[src/rtl/control_sequencer_if.sv]
// Strobe/instruction bundle between control_sequencer and the datapath.
// master = sequencer side, slave = datapath side.
interface control_sequencer_if #(
    parameter int NREGS = 16
);
    logic             Start;
    logic [31:0]      IR;
    logic             PC_Out;
    logic             MDR_Out;
    logic             ZLO_Out;
    logic             ZHI_Out;
    logic             PC_In;
    logic             MDR_In;
    logic             MAR_In;
    logic             IR_In;
    logic             Y_In;
    logic             ZLO_In;
    logic             HI_In;
    logic             LO_In;
    logic             IncPC;
    logic             Read;
    logic [NREGS-1:0] R_Out;
    logic [NREGS-1:0] R_In;
    logic [4:0]       CONTROL;
    logic             Running;
    logic             Illegal;

    modport master (
        input  Start, IR,
        output PC_Out, MDR_Out, ZLO_Out, ZHI_Out,
        output PC_In, MDR_In, MAR_In, IR_In,
        output Y_In, ZLO_In, HI_In, LO_In,
        output IncPC, Read, R_Out, R_In,
        output CONTROL, Running, Illegal
    );

    modport slave (
        output Start, IR,
        input  PC_Out, MDR_Out, ZLO_Out, ZHI_Out,
        input  PC_In, MDR_In, MAR_In, IR_In,
        input  Y_In, ZLO_In, HI_In, LO_In,
        input  IncPC, Read, R_Out, R_In,
        input  CONTROL, Running, Illegal
    );
endinterface

[src/rtl/control_sequencer.sv]
// Hardwired fetch/execute sequencer driving datapath transfer strobes.
// Define CTRL_MULDIV_EN to add mul/div with a T6 HI writeback state.
module control_sequencer #(
    parameter int MEM_WAIT = 0,
    parameter int NREGS    = 16
) (
    input  logic                Clock,
    input  logic                Clear,
    control_sequencer_if.master bus
);
    localparam logic [4:0] OP_ADD  = 5'b00011;
    localparam logic [4:0] OP_SUB  = 5'b00100;
    localparam logic [4:0] OP_AND  = 5'b00101;
    localparam logic [4:0] OP_OR   = 5'b00110;
    localparam logic [4:0] OP_SHL  = 5'b01000;
    localparam logic [4:0] OP_MUL  = 5'b01110;
    localparam logic [4:0] OP_DIV  = 5'b01111;
    localparam logic [4:0] OP_NEG  = 5'b10000;
    localparam logic [4:0] OP_NOT  = 5'b10001;
    localparam logic [4:0] OP_NOP  = 5'b11010;
    localparam logic [4:0] OP_HALT = 5'b11011;
    localparam logic [4:0] FN_NEG  = 5'b01010;
    localparam logic [4:0] FN_NOT  = 5'b01011;
    localparam logic [2:0] W_LAST  = 3'(MEM_WAIT);

    typedef enum logic [3:0] {
        S_IDLE, S_T0, S_T1, S_T2, S_T3, S_T4, S_T5,
`ifdef CTRL_MULDIV_EN
        S_T6,
`endif
        S_HALT
    } state_t;

    state_t     r_state;
    logic [2:0] r_wait;

    logic [4:0]       w_op;
    logic [3:0]       w_ra;
    logic [3:0]       w_rb;
    logic [3:0]       w_rc;
    logic [NREGS-1:0] w_ra_oh;
    logic [NREGS-1:0] w_rb_oh;
    logic [NREGS-1:0] w_rc_oh;
    logic             w_ra_ok;
    logic             w_rb_ok;
    logic             w_rc_ok;
    logic             w_alu3;
    logic             w_unary;
    logic             w_md;
    logic             w_nop;
    logic             w_halt;
    logic             w_exec;
    logic             w_bad;
    logic             w_unused_ir;

    // Out-of-range indices decode to an all-zero strobe.
    function automatic logic [NREGS-1:0] onehot(input logic [3:0] idx);
        logic [NREGS-1:0] oh;
        for (int i = 0; i < NREGS; i++) begin
            oh[i] = (int'(idx) == i);
        end
        return oh;
    endfunction

    assign w_op        = bus.IR[31:27];
    assign w_ra        = bus.IR[26:23];
    assign w_rb        = bus.IR[22:19];
    assign w_rc        = bus.IR[18:15];
    assign w_unused_ir = ^bus.IR[14:0];

    assign w_ra_oh = onehot(w_ra);
    assign w_rb_oh = onehot(w_rb);
    assign w_rc_oh = onehot(w_rc);
    assign w_ra_ok = |w_ra_oh;
    assign w_rb_ok = |w_rb_oh;
    assign w_rc_ok = |w_rc_oh;

    assign w_alu3  = (w_op == OP_ADD) | (w_op == OP_SUB) |
                     (w_op == OP_AND) | (w_op == OP_OR)  |
                     (w_op == OP_SHL);
    assign w_unary = (w_op == OP_NEG) | (w_op == OP_NOT);
    assign w_nop   = (w_op == OP_NOP);
    assign w_halt  = (w_op == OP_HALT);
`ifdef CTRL_MULDIV_EN
    assign w_md    = (w_op == OP_MUL) | (w_op == OP_DIV);
`else
    assign w_md    = 1'b0;
`endif
    assign w_exec  = w_alu3 | w_unary | w_md;

    assign w_bad = ~(w_exec | w_nop | w_halt)
                 | (w_alu3  & ~(w_ra_ok & w_rb_ok & w_rc_ok))
                 | (w_unary & ~(w_ra_ok & w_rb_ok))
                 | (w_md    & ~(w_ra_ok & w_rb_ok));

    always_ff @(posedge Clock or posedge Clear) begin
        if (Clear) begin
            r_state <= S_IDLE;
            r_wait  <= '0;
        end else begin
            unique case (r_state)
                S_IDLE: if (bus.Start) r_state <= S_T0;
                S_T0:   r_state <= S_T1;
                S_T1: begin
                    if (r_wait == W_LAST) begin
                        r_wait  <= '0;
                        r_state <= S_T2;
                    end else begin
                        r_wait  <= r_wait + 3'd1;
                    end
                end
                S_T2:   r_state <= S_T3;
                S_T3: begin
                    if (w_exec)      r_state <= S_T4;
                    else if (w_halt) r_state <= S_HALT;
                    else             r_state <= S_T0;
                end
                S_T4:   r_state <= S_T5;
`ifdef CTRL_MULDIV_EN
                S_T5:   r_state <= w_md ? S_T6 : S_T0;
                S_T6:   r_state <= S_T0;
`else
                S_T5:   r_state <= S_T0;
`endif
                S_HALT: r_state <= S_HALT;
                default: r_state <= S_IDLE;
            endcase
        end
    end

    // Decoded from state: IR is loaded on the T2 edge and T3 needs it.
    always_comb begin
        bus.PC_Out  = 1'b0;
        bus.MDR_Out = 1'b0;
        bus.ZLO_Out = 1'b0;
        bus.ZHI_Out = 1'b0;
        bus.PC_In   = 1'b0;
        bus.MDR_In  = 1'b0;
        bus.MAR_In  = 1'b0;
        bus.IR_In   = 1'b0;
        bus.Y_In    = 1'b0;
        bus.ZLO_In  = 1'b0;
        bus.HI_In   = 1'b0;
        bus.LO_In   = 1'b0;
        bus.IncPC   = 1'b0;
        bus.Read    = 1'b0;
        bus.R_Out   = '0;
        bus.R_In    = '0;
        bus.CONTROL = 5'b00000;
        bus.Running = (r_state != S_IDLE) && (r_state != S_HALT);
        bus.Illegal = 1'b0;
        unique case (r_state)
            S_T0: begin
                bus.PC_Out = 1'b1;
                bus.MAR_In = 1'b1;
                bus.IncPC  = 1'b1;
                bus.ZLO_In = 1'b1;
            end
            S_T1: begin
                bus.ZLO_Out = 1'b1;
                bus.PC_In   = 1'b1;
                bus.Read    = 1'b1;
                bus.MDR_In  = 1'b1;
            end
            S_T2: begin
                bus.MDR_Out = 1'b1;
                bus.IR_In   = 1'b1;
            end
            S_T3: begin
                bus.Illegal = w_bad;
                if (w_alu3 | w_unary) begin
                    bus.R_Out = w_rb_oh;
                    bus.Y_In  = 1'b1;
                end else if (w_md) begin
                    bus.R_Out = w_ra_oh;
                    bus.Y_In  = 1'b1;
                end
            end
            S_T4: begin
                bus.ZLO_In = 1'b1;
                if (w_alu3) begin
                    bus.R_Out   = w_rc_oh;
                    bus.CONTROL = w_op;
                end else if (w_md) begin
                    bus.R_Out   = w_rb_oh;
                    bus.CONTROL = w_op;
                end else if (w_unary) begin
                    bus.CONTROL = (w_op == OP_NEG) ? FN_NEG : FN_NOT;
                end
            end
            S_T5: begin
                bus.ZLO_Out = 1'b1;
                if (w_md) bus.LO_In = 1'b1;
                else      bus.R_In  = w_ra_oh;
            end
`ifdef CTRL_MULDIV_EN
            S_T6: begin
                bus.ZHI_Out = 1'b1;
                bus.HI_In   = 1'b1;
            end
`endif
            default: ;
        endcase
    end
endmodule

[src/flat_wrapper.sv]
// flat-port wrapper written by rule: the top's interface ports become plain ports
module control_sequencer_flat 
#(
    parameter int MEM_WAIT = 0,
    parameter int NREGS    = 16
)
  (Clock, Clear, bus_Start, bus_IR, bus_PC_Out, bus_MDR_Out, bus_ZLO_Out, bus_ZHI_Out, bus_PC_In, bus_MDR_In, bus_MAR_In, bus_IR_In, bus_Y_In, bus_ZLO_In, bus_HI_In, bus_LO_In, bus_IncPC, bus_Read, bus_R_Out, bus_R_In, bus_CONTROL, bus_Running, bus_Illegal);
  control_sequencer_if #(.NREGS(NREGS)) bus_i ();
  input  logic Clock;
  input  logic Clear;
  input wire logic [$bits(bus_i.Start)-1:0] bus_Start;
  input wire logic [$bits(bus_i.IR)-1:0] bus_IR;
  output wire logic [$bits(bus_i.PC_Out)-1:0] bus_PC_Out;
  output wire logic [$bits(bus_i.MDR_Out)-1:0] bus_MDR_Out;
  output wire logic [$bits(bus_i.ZLO_Out)-1:0] bus_ZLO_Out;
  output wire logic [$bits(bus_i.ZHI_Out)-1:0] bus_ZHI_Out;
  output wire logic [$bits(bus_i.PC_In)-1:0] bus_PC_In;
  output wire logic [$bits(bus_i.MDR_In)-1:0] bus_MDR_In;
  output wire logic [$bits(bus_i.MAR_In)-1:0] bus_MAR_In;
  output wire logic [$bits(bus_i.IR_In)-1:0] bus_IR_In;
  output wire logic [$bits(bus_i.Y_In)-1:0] bus_Y_In;
  output wire logic [$bits(bus_i.ZLO_In)-1:0] bus_ZLO_In;
  output wire logic [$bits(bus_i.HI_In)-1:0] bus_HI_In;
  output wire logic [$bits(bus_i.LO_In)-1:0] bus_LO_In;
  output wire logic [$bits(bus_i.IncPC)-1:0] bus_IncPC;
  output wire logic [$bits(bus_i.Read)-1:0] bus_Read;
  output wire logic [$bits(bus_i.R_Out)-1:0] bus_R_Out;
  output wire logic [$bits(bus_i.R_In)-1:0] bus_R_In;
  output wire logic [$bits(bus_i.CONTROL)-1:0] bus_CONTROL;
  output wire logic [$bits(bus_i.Running)-1:0] bus_Running;
  output wire logic [$bits(bus_i.Illegal)-1:0] bus_Illegal;
  assign bus_i.Start = bus_Start;
  assign bus_i.IR = bus_IR;
  assign bus_PC_Out = bus_i.PC_Out;
  assign bus_MDR_Out = bus_i.MDR_Out;
  assign bus_ZLO_Out = bus_i.ZLO_Out;
  assign bus_ZHI_Out = bus_i.ZHI_Out;
  assign bus_PC_In = bus_i.PC_In;
  assign bus_MDR_In = bus_i.MDR_In;
  assign bus_MAR_In = bus_i.MAR_In;
  assign bus_IR_In = bus_i.IR_In;
  assign bus_Y_In = bus_i.Y_In;
  assign bus_ZLO_In = bus_i.ZLO_In;
  assign bus_HI_In = bus_i.HI_In;
  assign bus_LO_In = bus_i.LO_In;
  assign bus_IncPC = bus_i.IncPC;
  assign bus_Read = bus_i.Read;
  assign bus_R_Out = bus_i.R_Out;
  assign bus_R_In = bus_i.R_In;
  assign bus_CONTROL = bus_i.CONTROL;
  assign bus_Running = bus_i.Running;
  assign bus_Illegal = bus_i.Illegal;
  control_sequencer #(.MEM_WAIT(MEM_WAIT), .NREGS(NREGS)) u_core (.Clock(Clock), .Clear(Clear), .bus(bus_i));
endmodule
[config.mk]
export PLATFORM = sky130hd
export DESIGN_NAME = control_sequencer_flat
export DESIGN_NICKNAME = d
export VERILOG_FILES = /design/src/rtl/control_sequencer_if.sv /design/src/rtl/control_sequencer.sv /design/src/flat_wrapper.sv
export SDC_FILE = /design/constraint.sdc
export NUM_CORES = 1
export LEC_CHECK = 0
export ABC_AREA = 1
export CAP_MARGIN = 20
export CORE_ASPECT_RATIO = 1.25
export CORE_UTILIZATION = 35
export DETAILED_ROUTE_END_ITERATION = 16
export PLACE_DENSITY = 0.82
export SLEW_MARGIN = 20
export SYNTH_ARGS = -nofsm -noshare
export SYNTH_HDL_FRONTEND = slang
export SYNTH_SLANG_ARGS = --single-unit
[constraint.sdc]
create_clock -name Clock -period 2.1 [get_ports Clock]
set_clock_uncertainty 0.1 [all_clocks]
set_input_delay 0.315 -clock Clock [delete_from_list [all_inputs] [get_ports Clock]]
set_output_delay 0.315 -clock Clock [all_outputs]
set_load 0.01 [all_outputs]
==> reports/qor.txt <==
Num CTS Buffers: 3
Crit. End Element: primary output
largest net degree at the start of global routing: 11
worst-path maximum fanout: 4
min cycle time layout: 2.03 ns
Yosys warning count: 0
clock sinks: 6
Layout area overhead: 79.8%
Remaining Overflow, GRT: 0
Fill cells: 301
share of the yosys chip area belonging to registers: 12.4%
DP Area: 0.00202 mm²
Clock Latency Late Sink: 0.22 ns
routability cong.: 0.874
GRT busiest layer: met2
Final period util: 96.7%
GRT Util Overall: 22.9%
critical path's slowest cell: dlygate4sd2_1
CP Class: in -> out
DR iter-0 viols: 25
net count reported at finish: 339
Clock Path Buffers: 2
drt drc: 0
Worst Path Arrival: 1.61 ns
cell area after layout: 0.00218 mm²
Mean Syn Cell Area: 6.05 µm²
CP Cell Sequence: dlygate4sd2_1, inv_2, nand3_2, nand2_2, nand4_1, buf_4, o21ai_1, buf_2
Setup TNS: 0 ns
Max Slew Vio Count: 0
Root Buffer Master: clkbuf_8
router iterations before antenna repair: 4
Leakage: 1.27 nW
layout cell share with drive strength beyond 1: 35.7%
largest family of logic cells by synthesized area: simple AND/OR/NAND/NOR gates
final setup violation count: 0
FF/Latch Area: 154 µm²
n_diodes: 0
Detailed Route WL: 4040 µm
row cnt: 23
port buffer count: 68
met1 usage: 20.9%
WP buf/inv: 4
startpoint types: input pin
Crit path largest cell delay: 0.24 ns
H-tree Lvls: 1
hpwl dp: 2990 µm
Reg clk slew, reported paths: 0.04 ns
max-cap violations: 0
Final Hold Viols: 0
Die H: 67.7 µm
Hold Crit Class: in -> async
Peak VDD IR: 581 µV
#FFs+latches synth: 6
cell family with most CP delay: buffers and inverters
chip width: 54.6 µm
Hold Buf Count CTS: 0
initial antenna violation count: 0
die area: 0.00370 mm²
first-pass GRT wire length: 6200 µm
ANT nets after route: 0
area taken by multi-input logic gates: 931 µm²
Syn Inst Count: 200
Simple-Gate Fraction of Synth Area: 51.9%
area share of fa/ha/maj cells after synthesis: 2.07%
Max Clock Freq: 493 MHz
Req. time, crit path: 1.68 ns
synthesized area: 0.00121 mm²
I/O pin count: 88
outcome: finished clean
WL/cell: 12.0 µm
met2 Usage GRT: 45.8%
Power Density: 617 mW/mm²
Synth Area in Compound Gates: 14.7%
multiplexer share of the synthesized area: 0%
met3 Use GR: 5.18%
Via density: 4.94
Starting Density: 37.2%
vias: 1665
number of global-route vias before repair: 1574
CTS tree: yes
Yosys cell types: 32
XOR/XNOR Fraction of Synth Area: 0%
core area: 0.00325 mm²
cells in the mapped netlist:
cell       n  area [µm²]
o21ai_2    9        78.8
nand3b_1   1        7.51
nand2_4    3        33.8
o211ai_1   1        7.51
nand3_2    9        90.1
nor2_1    42         158
nor2_2     2        12.5
o21ai_0    4        20.0
inv_2      5        18.8
and3_1     1        6.26
buf_12     1        20.0
nor4_1     1        6.26
clkinv_1   1        3.75
buf_8      1        15.0
conb_1     1        3.75
buf_4      9        67.6
o21a_1     1        7.51
nor3_1     1        5.00
or2_2      1        6.26
nand3_1   14        70.1
nand2_2    2        12.5
nor3_4     2        32.5
a21oi_1    5        25.0
nand2_1   37         139
nand4_1    6        37.5
inv_1     23        86.3
nor2_4     1        11.3
ha_1       2        25.0
o21ai_1    6        30.0
a21oi_2    1        8.76
dfrtp_1    6         150
clkbuf_8   1        13.8
worst paths after layout:
check                                                    from                             to  slack, ns  cells after the start
worst max register to register  u_core.r_state[0]$_DFFE_PP0P_   u_core.r_wait[2]$_DFFE_PP0P_       0.67                      7
worst max-delay path                               bus_IR[30]                   bus_R_Out[8]       0.07                      8
max in group asynchronous                               Clear  u_core.r_state[1]$_DFFE_PP0P_       1.47                      2
min in group Clock               u_core.r_wait[2]$_DFFE_PP0P_   u_core.r_wait[2]$_DFFE_PP0P_       0.42                      2
worst min register to register   u_core.r_wait[2]$_DFFE_PP0P_   u_core.r_wait[2]$_DFFE_PP0P_       0.42                      2
worst min-delay path                                    Clear   u_core.r_wait[2]$_DFFE_PP0P_       0.21                      2
report_power, final:
group	leakage (nW)	switching (W)	internal (W)
Combinational	1.18	0.000507	0.000458
Sequential	0.0744	0.0000503	0.000154
Clock	0.0216	0.0000504	0.000123
cell type report:
| class | count | share of cell area (%) |
|---|---|---|
| repair buffers | 105 | 41.0 |
| flip-flops and latches | 6 | 7.07 |
| multi-input cells | 157 | 42.8 |
| inverters | 29 | 5.12 |
| well taps | 37 | 2.13 |
| clock buffers | 3 | 1.90 |
sequential cells by signal, summed over array words and instances, names as in the netlist:
signal          flops
u_core.r_state      3
u_core.r_wait       3
cells by family after synthesis:
family	count (synthesis)
buf+inv	41
other cells	1
simple gates	123
fa+ha+maj	2
flops	6
compound gates	27
routing by layer:
metal / vias up / wire length [µm]
li1: 839 / -
met1: 726 / 1430
met2: 87 / 2200
met3: 13 / 325
met4: 0 / 85
met5: - / 0
timing repair:
action,CTS,global route
setup endpoints to repair,44,30
setup buffers,13,1
pin swaps,12,5
hold endpoints to repair,0,0
gates cloned,1,0
gates resized for setup,95,25
stage by stage:
stage	setup WS (ns)	cells	utilization, %	hold WS [ns]	power [W]
floorplan	0.512	203	-	0.00596	0.000735
global placement	-0.487	319	62.0	0.407	0.00109
detailed placement	-0.521	319	62.0	0.418	0.00111
CTS	0.00851	336	66.2	0.215	0.00134
global route	-0.0155	337	66.9	0.265	0.00145
finish	0.0700	337	66.9	0.214	0.00134
cells in the final DEF, fill, tap and decap left out, types with 2 or more instances in the layout:
cell type and n:
clkbuf_2 2, clkbuf_8 3, clkdlybuf4s50_1 17, nand2_2 4, nand3_2 11, nand4_1 6, ha_1 2, dlymetal6s2s_1 11
dlygate4sd2_1 22, nor2_4 2, nand2_8 3, dfrtp_2 3, nand3_1 12, nor3_4 2, o21ai_0 4, a21oi_1 4
nor2_1 39, dfrtp_1 3, inv_1 23, a21oi_2 2, o21ai_1 5, o21ai_2 10, inv_2 4, nor2_2 4
nand2_4 2, conb_1 4, nand2_1 34, buf_4 36, buf_2 14
Note: power is estimated with default switching activity, not from simulation.
